### config.mk
export PLATFORM = sky130hd
export DESIGN_NAME = fifo_pack
export DESIGN_NICKNAME = d
export VERILOG_FILES = /design/src/rtl/fifo_pack_pkg.sv /design/src/rtl/fifo_pack_mem.sv /design/src/rtl/fifo_pack.sv
export SDC_FILE = /design/constraint.sdc
export NUM_CORES = 1
export LEC_CHECK = 0
export CAP_MARGIN = 15
export CELL_PAD_IN_SITES_DETAIL_PLACEMENT = 0
export CELL_PAD_IN_SITES_GLOBAL_PLACEMENT = 1
export CORE_UTILIZATION = 50
export DETAILED_ROUTE_END_ITERATION = 12
export PLACE_DENSITY = 0.92
export SLEW_MARGIN = 0
export SYNTH_ARGS = -nofsm -noshare
export SYNTH_HDL_FRONTEND = slang
export SYNTH_HIERARCHICAL = 1
export SYNTH_SLANG_ARGS = --single-unit
### constraint.sdc
create_clock -name ck -period 4.29 [get_ports ck]
set_input_delay 0.858 -clock ck [delete_from_list [all_inputs] [get_ports ck]]
set_output_delay 0.858 -clock ck [all_outputs]
set_load 0.02 [all_outputs]
### src/rtl/fifo_pack_pkg.sv
// Shared defaults and elaboration-time helpers for the token-packing FIFO.
package fifo_pack_pkg;

  localparam int unsigned DEF_WIDTH = 8;
  localparam int unsigned DEF_RATIO = 2;
  localparam int unsigned DEF_DEPTH = 4;

  // Ceiling log2; clog2(1) = 0, used for both pointer and count widths.
  function automatic int unsigned clog2(input int unsigned value);
    int unsigned r;
    r = 0;
    for (int unsigned i = 0; i < 32; i++) begin
      if ((64'd1 << i) < 64'(value)) r = i + 1;
    end
    return r;
  endfunction

endpackage

### src/rtl/fifo_pack_mem.sv
// Packed-word storage: synchronous write, asynchronous read, no reset.
module fifo_pack_mem
  import fifo_pack_pkg::*;
#(
  parameter int unsigned WIDTH = DEF_WIDTH * DEF_RATIO,
  parameter int unsigned DEPTH = DEF_DEPTH
) (
  input  logic                      ck,
  input  logic                      we,
  input  logic [clog2(DEPTH)-1:0]   waddr,
  input  logic [WIDTH-1:0]          wdata,
  input  logic [clog2(DEPTH)-1:0]   raddr,
  output logic [WIDTH-1:0]          rdata
);

  logic [WIDTH-1:0] mem [DEPTH];

  always_ff @(posedge ck) begin
    if (we) mem[waddr] <= wdata;
  end

  always_comb begin
    rdata = mem[raddr];
  end

endmodule

### src/rtl/fifo_pack.sv
// Packs RATIO input tokens into one word and queues DEPTH words, first-word-fall-through.
module fifo_pack
  import fifo_pack_pkg::*;
#(
  parameter int unsigned WIDTH = DEF_WIDTH,
  parameter int unsigned RATIO = DEF_RATIO,
  parameter int unsigned DEPTH = DEF_DEPTH
) (
  input  logic                        ck,
  input  logic                        rst,
  input  logic                        wr,
  input  logic [WIDTH-1:0]            datain,
  output logic                        full,
  input  logic                        rd,
  output logic                        empty,
  output logic [WIDTH*RATIO-1:0]      dataout,
  output logic [clog2(DEPTH+1)-1:0]   count
);

  localparam int unsigned AW = clog2(DEPTH);
  localparam int unsigned CW = clog2(DEPTH + 1);
  localparam int unsigned SW = (RATIO > 1) ? clog2(RATIO) : 1;
  localparam int unsigned WW = WIDTH * RATIO;
  localparam logic [SW-1:0] LAST_SLOT = SW'(RATIO - 1);
  localparam logic [CW-1:0] FULL_CNT  = CW'(DEPTH);

  logic [AW-1:0] wr_ptr_q, rd_ptr_q;
  logic [CW-1:0] count_q;
  logic [SW-1:0] slot_q;
  logic [WW-1:0] pack_q;
  logic [WW-1:0] word_d;
  logic [WW-1:0] head_word;
  logic          wr_ok, complete, pop;

  // full only blocks the completing token, so partial tokens still land while count=DEPTH.
  always_comb begin
    full     = (count_q == FULL_CNT) && (slot_q == LAST_SLOT);
    empty    = (count_q == '0);
    wr_ok    = wr && !full;
    complete = wr_ok && (slot_q == LAST_SLOT);
    pop      = rd && !empty;
    count    = count_q;
    dataout  = empty ? '0 : head_word;
  end

  // The incoming token is merged into its slot; on the last slot this is the finished word.
  always_comb begin
    word_d = pack_q;
    for (int unsigned k = 0; k < RATIO; k++) begin
      if (SW'(k) == slot_q) word_d[k*WIDTH +: WIDTH] = datain;
    end
  end

  always_ff @(posedge ck) begin
    if (rst) begin
      wr_ptr_q <= '0;
      rd_ptr_q <= '0;
      count_q  <= '0;
      slot_q   <= '0;
      pack_q   <= '0;
    end else begin
      if (wr_ok) begin
        if (complete) begin
          slot_q <= '0;
        end else begin
          slot_q <= slot_q + SW'(1);
          pack_q <= word_d;
        end
      end
      if (complete) wr_ptr_q <= wr_ptr_q + AW'(1);
      if (pop)      rd_ptr_q <= rd_ptr_q + AW'(1);
      unique case ({complete, pop})
        2'b10:   count_q <= count_q + CW'(1);
        2'b01:   count_q <= count_q - CW'(1);
        default: count_q <= count_q;
      endcase
    end
  end

  fifo_pack_mem #(
    .WIDTH (WW),
    .DEPTH (DEPTH)
  ) u_mem (
    .ck    (ck),
    .we    (complete),
    .waddr (wr_ptr_q),
    .wdata (word_d),
    .raddr (rd_ptr_q),
    .rdata (head_word)
  );

endmodule

=== Word level (Yosys, flattened, before mapping) ===
Memory sizes are Yosys's and may differ from the RTL's. A register that Yosys moved wholly into a read port is not among the register bits.
Index checks and enable logic that the tools add are counted.

* $add $sub $neg: 5
* $mul: 0
* Divide/modulo/power cells: 0
* Magnitude comparators: 0
* Equality and inequality tests: 3
* Shifts and indexed selects: 0
* Multiplexer cells: 9
* Bitwise gates (word level): 1
* Reduce and logical (&&, ||, !) cells: 9

{| class="wikitable"
|+ Operator list
! kind !! count
|-
| $mux 16 || 1
|-
| $mux 8 || 2
|-
| $pmux 3 s2 || 1
|-
| $add 2x1->2 const B || 2
|-
| $logic_and 1x1->1 || 4
|-
| $mux 2 || 2
|-
| $add 3x1->3 const B || 1
|-
| $eq 3x3->1 const B || 1
|-
| $logic_not 3->1 || 1
|-
| $mux 1 || 3
|-
| $sub 3x1->3 const B || 1
|-
| $eq 2x1->1 const B || 1
|-
| $eq 2x2->1 const B || 1
|-
| $logic_not 1->1 || 2
|-
| $reduce_and 2->1 || 1
|-
| $reduce_bool 2->1 || 1
|-
| $add 1x1->1 const B || 1
|-
| $not 1->1 || 1
|}

* Bits in registers: 24
* Bits in latches: 0
* RAM bits: 64
* ROM bits: 0
* Output and inout bits: 21
* Memories kept: 1

{| class="wikitable"
|+ Memory list
! name !! words !! width !! rd ports !! clocked after memory_dff !! write ports !! line !! RTL
|-
| u_mem.mem || 4 || 16 || 1 || 1 || 1 || fifo_pack_mem.sv:16 || <nowiki>logic [WIDTH-1:0] mem [DEPTH];</nowiki>
|}

=== Longest topological paths before layout ===
Gate-level depths: netlist of the first run.

* Depth after elaboration: 7
* Mapped depth: 9
* Gate-level depth less buffers: 9

=== By module ===
Netlist of the first run, hierarchy kept.

{| class="wikitable"
|+ Modules (own cells, without submodules)
! module !! instances !! cells an instance !! area each (sq um)
|-
| fifo_pack_mem || 1 || 88 || 2377.3
|-
| fifo_pack || 1 || 124 || 1204.9
|}

=== Worst setup path before layout of the first run ===
Ideal clock, no wire load.

* Path type: input port to flip-flop
* From: in wr
* To: mem u_mem/mem[0][0] (netlist name) (enable)
* Arrival: 2.373 ns
* Data required time: 3.877 ns
* Slack: 1.504 ns
* Stages on the path: 3
* Path buffers: 0
* Cells stage by stage: nand2_1 > nor2_2 > nor3b_1

* Word-level cells in the longest chain between the ends: 4

{| class="wikitable"
|+ Ends and longest elaborated chain
! what !! line !! RTL
|-
| start: declaration || fifo_pack.sv:11 || <nowiki>input logic wr,</nowiki>
|-
| $logic_and 1x1->1 || fifo_pack.sv:39 || <nowiki>wr_ok = wr && !full;</nowiki>
|-
| $logic_and 1x1->1 || fifo_pack.sv:40 || <nowiki>complete = wr_ok && (slot_q == LAST_SLOT);</nowiki>
|-
| net complete || fifo_pack.sv:33 || <nowiki>logic wr_ok, complete, pop;</nowiki>
|-
| $mux 1 || fifo_pack_mem.sv:19 || <nowiki>if (we) mem[waddr] <= wdata;</nowiki>
|-
| $mux 1 (implied by the code) || fifo_pack_mem.sv:19 ||
|-
| end: declaration || fifo_pack_mem.sv:16 ||
|}

The timed path passes the listed nets, and every way through them passes these cells.

==> results of run 1 <==
[where the power goes]
group / internal [mW] / leakage, nW / switching [mW]
Combinational: 0.327 / 0.548 / 0.291
Sequential: 0.946 / 0.782 / 0.0511
Clock: 0.272 / 0.0933 / 0.286
[cells by family after synthesis]
logic type,share of synthesized area (%)
AOI/OAI and AO/OA,1.19
xor gates and xnor gates,0.734
adders and majority gates,0.908
buffers and inverters,2.69
DFF,67.1
muxes,18.4
and+or+nand+nor,9.05
[layer usage]
| layer | wire (um) | up-vias | global-route usage [%] |
|---|---|---|---|
| li1 | - | 867 | - |
| met1 | 2480 | 898 | 20.9 |
| met2 | 3140 | 55 | 29.4 |
| met3 | 244 | 12 | 3.81 |
| met4 | 136 | 0 | 9.09 |
| met5 | 0 | - | 0 |
[final cells by class]
cell class / instances / area, um2
timing repair buffer: 36 / 350
inverter: 5 / 18.8
clock inverter: 6 / 67.6
fill: 512 / 2690
tap: 96 / 120
multi-input combinational: 109 / 1090
sequential: 88 / 2400
clock buffer: 10 / 128
[metrics by stage]
step | total power, mW | instances | instance area (um2) | util (%) | worst slack, ps
after floorplan | 1.42 | 212 | 3580 | - | 1500
after global placement | 1.63 | 334 | 3980 | 57.9 | 1280
after detailed placement | 1.65 | 334 | 3980 | 57.9 | 1250
after CTS | 2.20 | 350 | 4180 | 60.8 | 861
after global routing | 2.27 | 350 | 4180 | 60.8 | 789
final | 2.17 | 350 | 4180 | 60.8 | 909
[registers in the layout (all words and copies together) (netlist names)]
| signal | cells |
|---|---|
| rd_ptr_q | 2 |
| pack_q | 16 |
| u_mem/mem | 64 |
| wr_ptr_q | 2 |
| slot_q | 1 |
| count | 3 |
[worst max-delay path, cell delays in order (launching register included)]
cell and delay (ps):
sky130_fd_sc_hd__dfxtp_1 650, sky130_fd_sc_hd__buf_4 320, sky130_fd_sc_hd__mux4_2 510, sky130_fd_sc_hd__and2b_1 170
sky130_fd_sc_hd__clkdlybuf4s50_1 530
[synth_stat cells, types with 2 or more instances]
| library cell | n | area (um2) |
|---|---|---|
| sky130_fd_sc_hd__mux2_2 | 16 | 180 |
| sky130_fd_sc_hd__or3_1 | 3 | 18.8 |
| sky130_fd_sc_hd__mux4_2 | 10 | 225 |
| sky130_fd_sc_hd__edfxtp_1 | 64 | 1920 |
| sky130_fd_sc_hd__nor2_1 | 14 | 52.6 |
| sky130_fd_sc_hd__a21oi_1 | 4 | 20.0 |
| sky130_fd_sc_hd__o21ai_0 | 3 | 15.0 |
| sky130_fd_sc_hd__inv_1 | 5 | 18.8 |
| sky130_fd_sc_hd__mux4_1 | 6 | 158 |
| sky130_fd_sc_hd__xor2_1 | 3 | 26.3 |
| sky130_fd_sc_hd__and2b_1 | 5 | 37.5 |
| sky130_fd_sc_hd__buf_2 | 4 | 20.0 |
| sky130_fd_sc_hd__nand2_1 | 2 | 7.51 |
| sky130_fd_sc_hd__and3b_1 | 2 | 17.5 |
| sky130_fd_sc_hd__buf_6 | 2 | 22.5 |
| sky130_fd_sc_hd__clkbuf_1 | 2 | 7.51 |
| sky130_fd_sc_hd__nor2b_1 | 21 | 131 |
| sky130_fd_sc_hd__dfxtp_1 | 24 | 480 |
| sky130_fd_sc_hd__mux2i_1 | 8 | 80.1 |
[worst max path at each step]
stage                       to  depth (start not counted)
2_1_floorplan  u_mem/mem[0][0]                          3
3_3_place_gp       dataout[14]                          4
3_5_place_dp        dataout[5]                          4
4_1_cts            dataout[14]                          4
5_1_grt            dataout[14]                          4
6_report           dataout[14]                          4
==> tab_implementation.tex, run 1 <==
\begin{tabular}{lr}
\hline
Metric & Value \\
\hline
\multicolumn{2}{l}{\textbf{Yosys}} \\
\quad Most common flop cell mapped by yosys & sky130\_fd\_sc\_hd\_\_edfxtp\_1 \\
\quad Share of synthesized flip-flops with an asynchronous set or reset & 0\% \\
\quad Mapped Nets & roughly 230 \\
\quad Post-synthesis sequential element count & 88 \\
\quad Syn Std Cell Area & 3580 um2 \\
\quad Seq/Total Area, Yosys & 67.1\% \\
\quad Warning count from the yosys run & 6 \\
\quad Number of enable flip-flop cells after synthesis & 64 \\
\quad Average instance area after synthesis & 16.9 um2 \\
\quad Number of instances in the synthesized netlist & 212 \\
\quad Unique masters post-synth & 33 \\
\multicolumn{2}{l}{\textbf{Min path}} \\
\quad Cell depth of the worst min-delay path & 1 \\
\quad Worst Hold Path EP & pack\_q[13] \\
\quad Hold Crit Class & register to register \\
\quad Start point of the worst min-delay path & pack\_q[13] \\
\multicolumn{2}{l}{\textbf{Finish}} \\
\quad Commonest non-fill, non-tap cells in the layout & 64 x sky130\_fd\_sc\_hd\_\_edfxtp\_1, 32 x sky130\_fd\_sc\_hd\_\_clkdlybuf4s50\_1, 24 x sky130\_fd\_sc\_hd\_\_dfxtp\_1 \\
\quad Antenna Diode Count & 0 \\
\quad Most common library cell in the layout ignoring fill and taps & sky130\_fd\_sc\_hd\_\_edfxtp\_1 \\
\quad Final net count & roughly 260 \\
\quad Area added between synthesis and finish & 16.6\% \\
\quad Share of final-layout standard cells stronger than drive strength 1 & 19.7\% \\
\multicolumn{2}{l}{\textbf{STA}} \\
\quad Skew final & about 6.6 ps \\
\quad Achievable clock frequency & 296 MHz \\
\quad Share of the clock period used by the worst path after layout & between 70\% and 80\% \\
\quad Number of failing hold endpoints at the final stage & 0 \\
\quad Setup TNS & 0 ps \\
\quad Slew Viols, Final & 0 \\
\quad Slew of the pin with the lowest slew margin & 975 ps \\
\quad Max\_slew headroom & 34.9\% \\
\quad Hold WS & 467 ps \\
\quad Setup violations, final & 0 \\
\quad RSZ-0062 raised after global routing & false \\
\quad Final worst path period need & between 3000 and 4000 ps \\
\multicolumn{2}{l}{\textbf{Die}} \\
\quad Chip Width & 86.6 um \\
\quad Total I/O pin count & 33 \\
\quad Total die area & $\sim$7500 um2 \\
\quad Floorplan row count & 30 \\
\quad Die Height & between 80 and 90 um \\
\quad Floorplan core area & approximately 6900 um2 \\
\quad Starting density of the core & 52.1\% \\
\multicolumn{2}{l}{\textbf{Critical path}} \\
\quad Start point of the critical path & rd\_ptr\_q[0] \\
\quad Worst Reg-to-Reg Cells & 3 \\
\quad Critical path data required time & between 3000 and 4000 ps \\
\quad Arrival time worst endpoint & 2520 ps \\
\quad Worst setup path class & register to primary output \\
\quad Worst setup SP type & register \\
\quad Max FO, Critical Path & 10 \\
\quad Slack of the worst reg-to-reg path & 1690 ps \\
\quad Startpoint of the lowest-slack register-to-register path & slot\_q \\
\quad Critical Path End Type & primary output \\
\quad Capture point of the worst reg-to-reg path & u\_mem/mem[3][6] \\
\multicolumn{2}{l}{\textbf{Place}} \\
\quad GPL Wtd Cong & 0.739 \\
\quad Port buffer count & 32 \\
\quad Detailed placement HPWL & roughly 3900 um \\
\multicolumn{2}{l}{\textbf{Global routing}} \\
\quad Aggregate global routing overflow & 0 \\
\quad Number of global-route vias before repair & 1826 \\
\quad Global-route wire length before repair & 9240 um \\
\quad Maximum number of pins on one net before global-route repair & 26 \\
\quad Overall Global Routing Usage & 17.4\% \\
\quad Number of antenna violations at the first check in global routing & 0 \\
\multicolumn{2}{l}{\textbf{Detailed routing}} \\
\quad Wire length per cell after detailed routing & between 15 and 20 um \\
\quad Average via count per standard cell & 5.23 \\
\quad Remaining routing DRC violations & 0 \\
\quad Total routed wirelength & 6000 um \\
\quad Total via count after detailed routing & 1832 \\
\quad Number of routed nets with antenna violations & 0 \\
\quad Drt first-iter violations & 104 \\
\quad Number of detailed-routing iterations run before antenna repair & 4 \\
\multicolumn{2}{l}{\textbf{Clock network}} \\
\quad Insertion delay of the later-clocked pin in the worst-skew pair & 340 ps \\
\quad Hold Buf Count CTS & 0 \\
\quad Number of buffers inserted during clock tree synthesis & 9 \\
\quad Maximum level of the CTS H-tree & 3 \\
\quad Setup repair bufs after CTS & 0 \\
\quad Worst-case clock buffer depth & 2 \\
\quad CTS tree & built \\
\quad Clock-pin slew on the worst setup and hold paths & around 90 ps \\
\quad Post-CTS sizing & 0 \\
\quad Clock root cell & sky130\_fd\_sc\_hd\_\_clkbuf\_8 \\
\quad Clock tree sinks & 88 \\
\multicolumn{2}{l}{\textbf{Power and ir drop}} \\
\quad Peak supply drop & 221 uV \\
\quad Total leakage power & $\sim$1.4 nW \\
\quad PD cells & 521 nW/um2 \\
\multicolumn{2}{l}{\textbf{Status}} \\
\quad Run status & complete, no violations \\
\multicolumn{2}{l}{\textbf{Flow run}} \\
\quad Max Cap Violations & 0 \\
\hline
\end{tabular}
Power figures use the tool's default switching activity.
==> run 2, diff against run 1 <==
--- a/config.mk
+++ b/config.mk
@@ -8,9 +8,9 @@
 export CAP_MARGIN = 15
 export CELL_PAD_IN_SITES_DETAIL_PLACEMENT = 0
 export CELL_PAD_IN_SITES_GLOBAL_PLACEMENT = 1
-export CORE_UTILIZATION = 50
+export CORE_UTILIZATION = 48
 export DETAILED_ROUTE_END_ITERATION = 12
-export PLACE_DENSITY = 0.92
+export PLACE_DENSITY = 0.89
 export SLEW_MARGIN = 0
 export SYNTH_ARGS = -nofsm -noshare
 export SYNTH_HDL_FRONTEND = slang
==> constraint.sdc (replaced) <==
create_clock -name ck -period 3.3 [get_ports ck]
set_input_delay 0.66 -clock ck [delete_from_list [all_inputs] [get_ports ck]]
set_output_delay 0.66 -clock ck [all_outputs]
set_load 0.02 [all_outputs]
==> run 2 against run 1 <==
Net effect:
- non-clock buffer count rose by 7
- wire length fell by 1.1%
- die area rose by 4.1%
- largest cell class unchanged
- critical endpoint is now dataout[9]
==> tab_implementation.tex, run 2 (same netlist as run 1, synthesis figures left out) <==
\begin{tabular}{lr}
\hline
Metric & Value \\
\hline
\multicolumn{2}{l}{\textbf{Status}} \\
\quad Run status & complete, no violations \\
\multicolumn{2}{l}{\textbf{Clock network}} \\
\quad Insertion delay of the later-clocked pin in the worst-skew pair & 360 ps (+20 ps) \\
\quad Clock root cell & sky130\_fd\_sc\_hd\_\_clkbuf\_8 \\
\quad Hold Buf Count CTS & 0 (unchanged) \\
\quad Worst-case clock buffer depth & 2 (unchanged) \\
\quad Clock-pin slew on the worst setup and hold paths & 80 ps (about the same) \\
\quad Number of buffers inserted during clock tree synthesis & 9 (unchanged) \\
\quad Clock tree sinks & 88 (unchanged) \\
\quad Maximum level of the CTS H-tree & 3 (unchanged) \\
\quad Setup repair bufs after CTS & 0 (unchanged) \\
\quad Post-CTS sizing & 0 (unchanged) \\
\quad CTS tree & built \\
\multicolumn{2}{l}{\textbf{STA}} \\
\quad Slew of the pin with the lowest slew margin & 463 ps (-512 ps) \\
\quad Share of the clock period used by the worst path after layout & 86.8\% \\
\quad Skew final & 10.3 ps (+3.74 ps) \\
\quad Number of failing hold endpoints at the final stage & 0 (unchanged) \\
\quad Final worst path period need & 2870 ps \\
\quad Hold WS & 467 ps (+0.222 ps) \\
\quad Setup TNS & 0 ps (unchanged) \\
\quad RSZ-0062 raised after global routing & false \\
\quad Slew Viols, Final & 0 (unchanged) \\
\quad Setup violations, final & 0 (unchanged) \\
\quad Max\_slew headroom & 69.0\% (+34 points) \\
\quad Achievable clock frequency & 349 MHz \\
\multicolumn{2}{l}{\textbf{Detailed routing}} \\
\quad Drt first-iter violations & 105 (+0.96\%) \\
\quad Number of routed nets with antenna violations & 0 (unchanged) \\
\quad Total via count after detailed routing & 1852 (+1.1\%) \\
\quad Wire length per cell after detailed routing & 16.5 um (-3.9\%) \\
\quad Total routed wirelength & 5930 um (-1.1\%) \\
\quad Number of detailed-routing iterations run before antenna repair & 4 (unchanged) \\
\quad Average via count per standard cell & 5.14 (-1.7\%) \\
\quad Remaining routing DRC violations & 0 (unchanged) \\
\multicolumn{2}{l}{\textbf{Power and ir drop}} \\
\quad Total leakage power & 1.48 nW (+4.3\%) \\
\quad Portion of total power attributed to combinational logic & 28.8\% (+0.4 points) \\
\quad Proportion of power drawn by flip-flops and latches & 42.9\% (-3.0 points) \\
\quad Power Internal & 2.13 mW (+38\%) \\
\quad Peak supply drop & 295 uV (+34\%) \\
\quad Net switching fraction of the power & 27.8\% (-1.1 points) \\
\quad PD cells & 693 nW/um2 (+33\%) \\
\quad Part of the total power dissipated in the clock network & 28.3\% (+2.6 points) \\
\quad P\_sw & 0.823 mW (+31\%) \\
\multicolumn{2}{l}{\textbf{Global routing}} \\
\quad Global-route wire length before repair & 9450 um (+2.3\%) \\
\quad Aggregate global routing overflow & 0 (unchanged) \\
\quad Overall Global Routing Usage & 17.4\% (+0.041 points) \\
\quad Number of antenna violations at the first check in global routing & 0 (unchanged) \\
\quad Maximum number of pins on one net before global-route repair & 20 (-23\%) \\
\quad Number of global-route vias before repair & 1817 (-0.49\%) \\
\multicolumn{2}{l}{\textbf{Place}} \\
\quad GPL Wtd Cong & 0.675 (-8.6\%) \\
\quad Instance count after placement with tap cells included & 344 (+3.0\%) \\
\quad Detailed placement HPWL & 3810 um (-1.6\%) \\
\quad Port buffer count & 32 (unchanged) \\
\multicolumn{2}{l}{\textbf{Finish}} \\
\quad Antenna Diode Count & 0 (unchanged) \\
\quad Max reg flops & 64 (unchanged) \\
\quad Reg area & 2400 um2 (unchanged) \\
\quad Multi-input combinational cell area & 1090 um2 (unchanged) \\
\quad Most common library cell in the layout ignoring fill and taps & sky130\_fd\_sc\_hd\_\_edfxtp\_1 \\
\quad Area added between synthesis and finish & 19.2\% \\
\quad Share of final-layout standard cells stronger than drive strength 1 & 21.8\% (+2.2 points) \\
\quad Register bank with the most flops & u\_mem/mem \\
\quad Total of fill cells in the finished design & 573 (+12\%) \\
\quad Fin cells & 360 (+2.9\%) \\
\quad Commonest non-fill, non-tap cells in the layout & 64 x sky130\_fd\_sc\_hd\_\_edfxtp\_1, 32 x sky130\_fd\_sc\_hd\_\_clkdlybuf4s50\_1, 24 x sky130\_fd\_sc\_hd\_\_dfxtp\_1 \\
\quad Final net count & 270 (+2.7\%) \\
\multicolumn{2}{l}{\textbf{Die}} \\
\quad Total I/O pin count & 33 (unchanged) \\
\quad Chip Width & 88.4 um (+2.0\%) \\
\quad Starting density of the core & 49.7\% (-2.5 points) \\
\quad Die Height & 88.4 um (+2.0\%) \\
\quad Floorplan row count & 31 (+3.3\%) \\
\quad Floorplan core area & 7210 um2 (+5.0\%) \\
\quad Total die area & 7810 um2 (+4.1\%) \\
\multicolumn{2}{l}{\textbf{Critical path}} \\
\quad Worst Reg-to-Reg Cells & 9 (+6) \\
\quad Worst setup path class & register to primary output \\
\quad Max FO, Critical Path & 10 (unchanged) \\
\quad Slack of the worst reg-to-reg path & 1080 ps (-610 ps) \\
\quad Startpoint of the lowest-slack register-to-register path & count[2] \\
\quad Critical path data required time & 2640 ps (-790 ps) \\
\quad Capture point of the worst reg-to-reg path & count[2] \\
\quad Arrival time worst endpoint & 2210 ps (-310 ps) \\
\quad Worst setup SP type & register \\
\quad Critical Path End Type & primary output \\
\multicolumn{2}{l}{\textbf{Min path}} \\
\quad Cell depth of the worst min-delay path & 1 (unchanged) \\
\quad Start point of the worst min-delay path & pack\_q[13] \\
\quad Hold Crit Class & register to register \\
\quad Worst Hold Path EP & pack\_q[13] \\
\multicolumn{2}{l}{\textbf{Flow run}} \\
\quad Max Cap Violations & 0 (unchanged) \\
\hline
\end{tabular}
-- run 2: how the worst max path moves through the flow --
| stage | end | slack [ps] | start | cells past startpoint |
|---|---|---|---|---|
| 2_1_floorplan | u_mem/mem[0][0] | 710 | wr | 3 |
| 3_3_place_gp | count[2] | 700 | wr | 10 |
| 3_5_place_dp | count[2] | 650 | wr | 10 |
| 4_1_cts | dataout[10] | 390 | rd_ptr_q[1] | 4 |
| 5_1_grt | dataout[7] | 330 | rd_ptr_q[1] | 4 |
| 6_report | dataout[9] | 430 | rd_ptr_q[1] | 4 |
-- run 2: layout make-up --
class / instances / share of cell area (%)
Inverter: 5 / 0.440
Timing Repair Buffer: 43 / 9.44
Clock buffer: 12 / 3.63
Tap cell: 99 / 2.90
Multi-Input combinational cell: 109 / 25.5
Sequential cell: 88 / 56.3
Clock inverter: 4 / 1.82
-- run 2: per-layer routing --
layer	routed length (um)	GRT usage, %
met4	91	9.38
met5	0	0
met1	2610	21.9
met2	3040	28.7
met3	186	3.26
-- run 2: power groups by stage --
stage / logic, mW / clock network, mW / registers [mW]
4_1_cts: 0.874 / 0.847 / 1.27
5_1_grt: 0.933 / 0.888 / 1.28
2_1_floorplan: 0.552 / 0 / 1.30
6_report: 0.853 / 0.837 / 1.27
3_5_place_dp: 0.871 / 0 / 1.29
3_3_place_gp: 0.865 / 0 / 1.29
-- run 2: critical path: stages, from the launching register on --
cell and delay (ps):
sky130_fd_sc_hd__dfxtp_1 560, sky130_fd_sc_hd__buf_4 290, sky130_fd_sc_hd__mux4_2 320, sky130_fd_sc_hd__nor2b_1 140, sky130_fd_sc_hd__clkdlybuf4s50_1 530
-- run 2: stage by stage --
| step | util (%) | setup WS (ps) | total power [mW] | instance area (um2) |
|---|---|---|---|---|
| 3_5_place_dp | 55.9 | 647 | 2.17 | 4040 |
| 2_1_floorplan | - | 712 | 1.85 | 3580 |
| 3_3_place_gp | 55.9 | 702 | 2.16 | 4040 |
| 6_report | 59.2 | 434 | 2.96 | 4270 |
| 4_1_cts | 59.2 | 394 | 2.99 | 4270 |
| 5_1_grt | 59.2 | 329 | 3.10 | 4270 |
==> run 3, diff against run 2 <==
--- a/config.mk
+++ b/config.mk
@@ -5,12 +5,13 @@
 export SDC_FILE = /design/constraint.sdc
 export NUM_CORES = 1
 export LEC_CHECK = 0
+export ABC_AREA = 1
 export CAP_MARGIN = 15
 export CELL_PAD_IN_SITES_DETAIL_PLACEMENT = 0
 export CELL_PAD_IN_SITES_GLOBAL_PLACEMENT = 1
-export CORE_UTILIZATION = 48
+export CORE_UTILIZATION = 44
 export DETAILED_ROUTE_END_ITERATION = 12
-export PLACE_DENSITY = 0.89
+export PLACE_DENSITY = 0.9
 export SLEW_MARGIN = 0
 export SYNTH_ARGS = -nofsm -noshare
 export SYNTH_HDL_FRONTEND = slang
==> run 3 against run 2 <==
Net effect:
- the run now ends with DRC left
- cell area increased by 9.0%
- combinational power increased by 29%
- global-route usage decreased by 0.12 points
- sequential power about the same
- area after synthesis increased by 13%
- register-to-register slack improved by 420 ps
- worst setup slack improved by 49 ps
- wire length increased by 27%
- worst hold slack got worse by 39 ps
- critical path type unchanged
- critical endpoint is now dataout[8]
- largest power group unchanged
==> tab_implementation.tex, run 3 <==
\begin{tabular}{lr}
\hline
Metric & Value \\
\hline
\multicolumn{2}{l}{\textbf{Status}} \\
\quad Run status & complete, but fails checks \\
\quad Failing checks & DRC \\
\multicolumn{2}{l}{\textbf{Detailed routing}} \\
\quad Total routed wirelength & 7510 um (+27\%) \\
\quad Drt first-iter violations & 153 (+46\%) \\
\quad Number of routed nets with antenna violations & 0 (unchanged) \\
\quad Wire length per cell after detailed routing & 12.5 um (-24\%) \\
\quad Total via count after detailed routing & 2753 (+49\%) \\
\quad Number of detailed-routing iterations run before antenna repair & 8 (+4) \\
\quad Average via count per standard cell & 4.58 (-11\%) \\
\quad Remaining routing DRC violations & 4 (+4) \\
\multicolumn{2}{l}{\textbf{Power and ir drop}} \\
\quad Portion of total power attributed to combinational logic & 34.8\% (+6.0 points) \\
\quad Net switching fraction of the power & 34.1\% (+6.3 points) \\
\quad Total leakage power & 2.10 nW (+42\%) \\
\quad P\_sw & 1.08 mW (+31\%) \\
\quad Peak supply drop & 355 uV (+20\%) \\
\quad Proportion of power drawn by flip-flops and latches & 40.4\% (-2.5 points) \\
\quad Part of the total power dissipated in the clock network & 24.8\% (-3.5 points) \\
\quad Power Internal & 2.09 mW (-2.3\%) \\
\quad PD cells & 681 nW/um2 (-1.8\%) \\
\multicolumn{2}{l}{\textbf{Yosys}} \\
\quad Most common flop cell mapped by yosys & sky130\_fd\_sc\_hd\_\_edfxtp\_1 \\
\quad Seq/Total Area, Yosys & 59.3\% (-7.8 points) \\
\quad Post-synthesis sequential element count & 88 (unchanged) \\
\quad Syn Std Cell Area & 4050 um2 (+13\%) \\
\quad Number of instances in the synthesized netlist & 454 (+110\%) \\
\quad Mapped Nets & 468 (+110\%) \\
\quad Share of synthesized flip-flops with an asynchronous set or reset & 0\% (unchanged) \\
\quad Number of enable flip-flop cells after synthesis & 64 (unchanged) \\
\quad Cell type with the largest total area after synthesis & sky130\_fd\_sc\_hd\_\_edfxtp\_1 \\
\quad Average instance area after synthesis & 8.92 um2 (-47\%) \\
\quad Warning count from the yosys run & 6 (unchanged) \\
\quad Top post-synthesis cells by count & 116 x sky130\_fd\_sc\_hd\_\_inv\_1, 116 x sky130\_fd\_sc\_hd\_\_nand2\_1, 64 x sky130\_fd\_sc\_hd\_\_edfxtp\_1 \\
\quad Post-synth top area share & 47.4\% (-6.2 points) \\
\quad Top post-synthesis cells by area & sky130\_fd\_sc\_hd\_\_edfxtp\_1 47\%, sky130\_fd\_sc\_hd\_\_dfxtp\_1 12\%, sky130\_fd\_sc\_hd\_\_inv\_1 11\% \\
\quad Unique masters post-synth & 22 (-33\%) \\
\multicolumn{2}{l}{\textbf{Critical path}} \\
\quad Startpoint of the lowest-slack register-to-register path & count[2] \\
\quad Worst setup path class & register to primary output \\
\quad Start point of the critical path & rd\_ptr\_q[1] \\
\quad Worst setup path endpoint & dataout[8] \\
\quad Arrival time worst endpoint & 2160 ps (-50 ps) \\
\quad Worst setup SP type & register \\
\quad Critical Path End Type & primary output \\
\quad Worst Reg-to-Reg Cells & 13 (+4) \\
\quad Critical path data required time & 2640 ps (about the same) \\
\quad Capture point of the worst reg-to-reg path & count[2] \\
\quad Slack of the worst reg-to-reg path & 1500 ps (+420 ps) \\
\quad Max FO, Critical Path & 14 (+4) \\
\multicolumn{2}{l}{\textbf{Clock network}} \\
\quad Post-CTS sizing & 0 (unchanged) \\
\quad Setup repair bufs after CTS & 0 (unchanged) \\
\quad Clock root cell & sky130\_fd\_sc\_hd\_\_clkbuf\_8 \\
\quad Clock-pin slew on the worst setup and hold paths & 80 ps (about the same) \\
\quad Insertion delay of the later-clocked pin in the worst-skew pair & 350 ps (about the same) \\
\quad Maximum level of the CTS H-tree & 3 (unchanged) \\
\quad Hold Buf Count CTS & 0 (unchanged) \\
\quad Number of buffers inserted during clock tree synthesis & 9 (unchanged) \\
\quad Worst-case clock buffer depth & 2 (unchanged) \\
\quad CTS tree & built \\
\quad Clock tree sinks & 88 (unchanged) \\
\multicolumn{2}{l}{\textbf{Die}} \\
\quad Floorplan row count & 34 (+9.7\%) \\
\quad Total die area & 9600 um2 (+23\%) \\
\quad Die Height & 98.0 um (+11\%) \\
\quad Floorplan core area & 8810 um2 (+22\%) \\
\quad Starting density of the core & 46.0\% (-3.6 points) \\
\quad Total I/O pin count & 33 (unchanged) \\
\quad Chip Width & 98.0 um (+11\%) \\
\multicolumn{2}{l}{\textbf{STA}} \\
\quad Number of failing hold endpoints at the final stage & 0 (unchanged) \\
\quad Share of the clock period used by the worst path after layout & 85.3\% (-1.5 points) \\
\quad Slew Viols, Final & 0 (unchanged) \\
\quad RSZ-0062 raised after global routing & false \\
\quad Final worst path period need & 2820 ps (-49.3 ps) \\
\quad Max\_slew headroom & 56.3\% (-13 points) \\
\quad Achievable clock frequency & 355 MHz (+1.8\%) \\
\quad Setup violations, final & 0 (unchanged) \\
\quad Least setup slack across all paths after layout & 484 ps (+49.3 ps) \\
\quad Skew final & 8.91 ps (-1.38 ps) \\
\quad Setup TNS & 0 ps (unchanged) \\
\quad Slew of the pin with the lowest slew margin & 649 ps (+186 ps) \\
\multicolumn{2}{l}{\textbf{Place}} \\
\quad Detailed placement HPWL & 5030 um (+32\%) \\
\quad Instance count after placement with tap cells included & 585 (+70\%) \\
\quad Worst setup slack after placement & 794 ps (+147 ps) \\
\quad GPL Wtd Cong & 0.719 (+6.4\%) \\
\quad Port buffer count & 32 (unchanged) \\
\multicolumn{2}{l}{\textbf{Global routing}} \\
\quad Global-route wire length before repair & 12700 um (+34\%) \\
\quad Number of antenna violations at the first check in global routing & 0 (unchanged) \\
\quad Number of global-route vias before repair & 2514 (+38\%) \\
\quad Overall Global Routing Usage & 17.3\% (-0.12 points) \\
\quad Aggregate global routing overflow & 0 (unchanged) \\
\quad Maximum number of pins on one net before global-route repair & 33 (+65\%) \\
\multicolumn{2}{l}{\textbf{Finish}} \\
\quad Antenna Diode Count & 0 (unchanged) \\
\quad Share of final-layout standard cells stronger than drive strength 1 & 8.32\% (-14 points) \\
\quad Commonest non-fill, non-tap cells in the layout & 116 x sky130\_fd\_sc\_hd\_\_inv\_1, 116 x sky130\_fd\_sc\_hd\_\_nand2\_1, 64 x sky130\_fd\_sc\_hd\_\_edfxtp\_1 \\
\quad Register bank with the most flops & u\_mem/mem \\
\quad Fin cells & 601 (+67\%) \\
\quad Final net count & 502 (+86\%) \\
\quad Area added between synthesis and finish & 14.9\% \\
\quad Max reg flops & 64 (unchanged) \\
\quad Total of fill cells in the finished design & 794 (+39\%) \\
\multicolumn{2}{l}{\textbf{Flow run}} \\
\quad Max Cap Violations & 0 (unchanged) \\
\multicolumn{2}{l}{\textbf{Min path}} \\
\quad Start point of the worst min-delay path & pack\_q[13] \\
\quad Hold Crit Class & register to register \\
\hline
\end{tabular}
-- run 3: cell count changes after synthesis, moves of 5 or more --
cell / before / now
sky130_fd_sc_hd__nor2_1: 14 / 32
sky130_fd_sc_hd__mux4_2: 10 / 0
sky130_fd_sc_hd__nand2_1: 2 / 116
sky130_fd_sc_hd__mux4_1: 6 / 0
sky130_fd_sc_hd__a211oi_2: 0 / 7
sky130_fd_sc_hd__o21ai_0: 3 / 17
sky130_fd_sc_hd__nor2b_1: 21 / 0
sky130_fd_sc_hd__buf_6: 2 / 8
sky130_fd_sc_hd__mux2i_1: 8 / 0
sky130_fd_sc_hd__nand3_1: 1 / 38
sky130_fd_sc_hd__inv_1: 5 / 116
sky130_fd_sc_hd__mux2_2: 16 / 0
sky130_fd_sc_hd__and2b_1: 5 / 0
-- run 3: how the worst min path moves through the flow --
stage | to | slack, ps | depth (start not counted)
floorplan | pack_q[10] | 400 | 2
global placement | pack_q[13] | 410 | 2
detailed placement | pack_q[12] | 420 | 2
CTS | pack_q[12] | 430 | 2
global route | pack_q[15] | 450 | 2
finish | pack_q[13] | 430 | 2
-- run 3: metrics by stage --
stage / power, mW / hold slack, ps / utilization [%] / instance area [um2]
final: 3.17 / 428 / 52.8 / 4650
after global routing: 3.38 / 452 / 52.8 / 4650
after CTS: 3.19 / 430 / 52.8 / 4650
after detailed placement: 2.42 / 417 / 50.4 / 4440
after global placement: 2.40 / 412 / 50.4 / 4440
after floorplan: 2.06 / 405 / - / 4050
-- run 3: cell families (layout without fill, tap and decap cells) --
logic type / Yosys count / in the layout / share of synthesized area, %
and+or+nand+nor: 196 / 196 / 20.0
DFF: 88 / 88 / 59.3
adders and majority gates: 2 / 2 / 0.803
AOI/OAI and AO/OA: 31 / 31 / 5.19
buffers and inverters: 137 / 176 / 14.8
-- run 3: final cells by class --
| cell class | count | area [um2] | share of cell area, % |
|---|---|---|---|
| timing repair buffer | 40 | 380 | 8.17 |
| inverter | 120 | 453 | 9.73 |
| sequential | 88 | 2400 | 51.6 |
| clock inverter | 6 | 83.8 | 1.80 |
| multi-input combinational | 229 | 1070 | 23.0 |
| clock buffer | 10 | 128 | 2.74 |
| tap | 108 | 135 | 2.90 |
-- run 3: critical path, stage by stage, from the launching register on --
cell                              delay [ps]
sky130_fd_sc_hd__dfxtp_1                 650
sky130_fd_sc_hd__buf_4                   260
sky130_fd_sc_hd__nand3_1                  90
sky130_fd_sc_hd__nand2_1                  80
sky130_fd_sc_hd__inv_1                    40
sky130_fd_sc_hd__nor2_1                   90
sky130_fd_sc_hd__clkdlybuf4s50_1         600
-- run 3: power by group through the flow --
stage	Sequential, mW	Clock (mW)	Combinational [mW]
CTS	1.28	0.794	1.12
global route	1.29	0.849	1.24
detailed placement	1.31	0	1.12
floorplan	1.31	0	0.752
finish	1.28	0.786	1.10
global placement	1.30	0	1.10
-- run 3: metal layers --
layer	global-route usage, %	up-vias	share of wire [%]
met3	2.58	6	2.1
met5	0	-	0
met4	7.69	0	1.4
met2	26.1	42	46
met1	24.6	1256	51
li1	-	1449	-
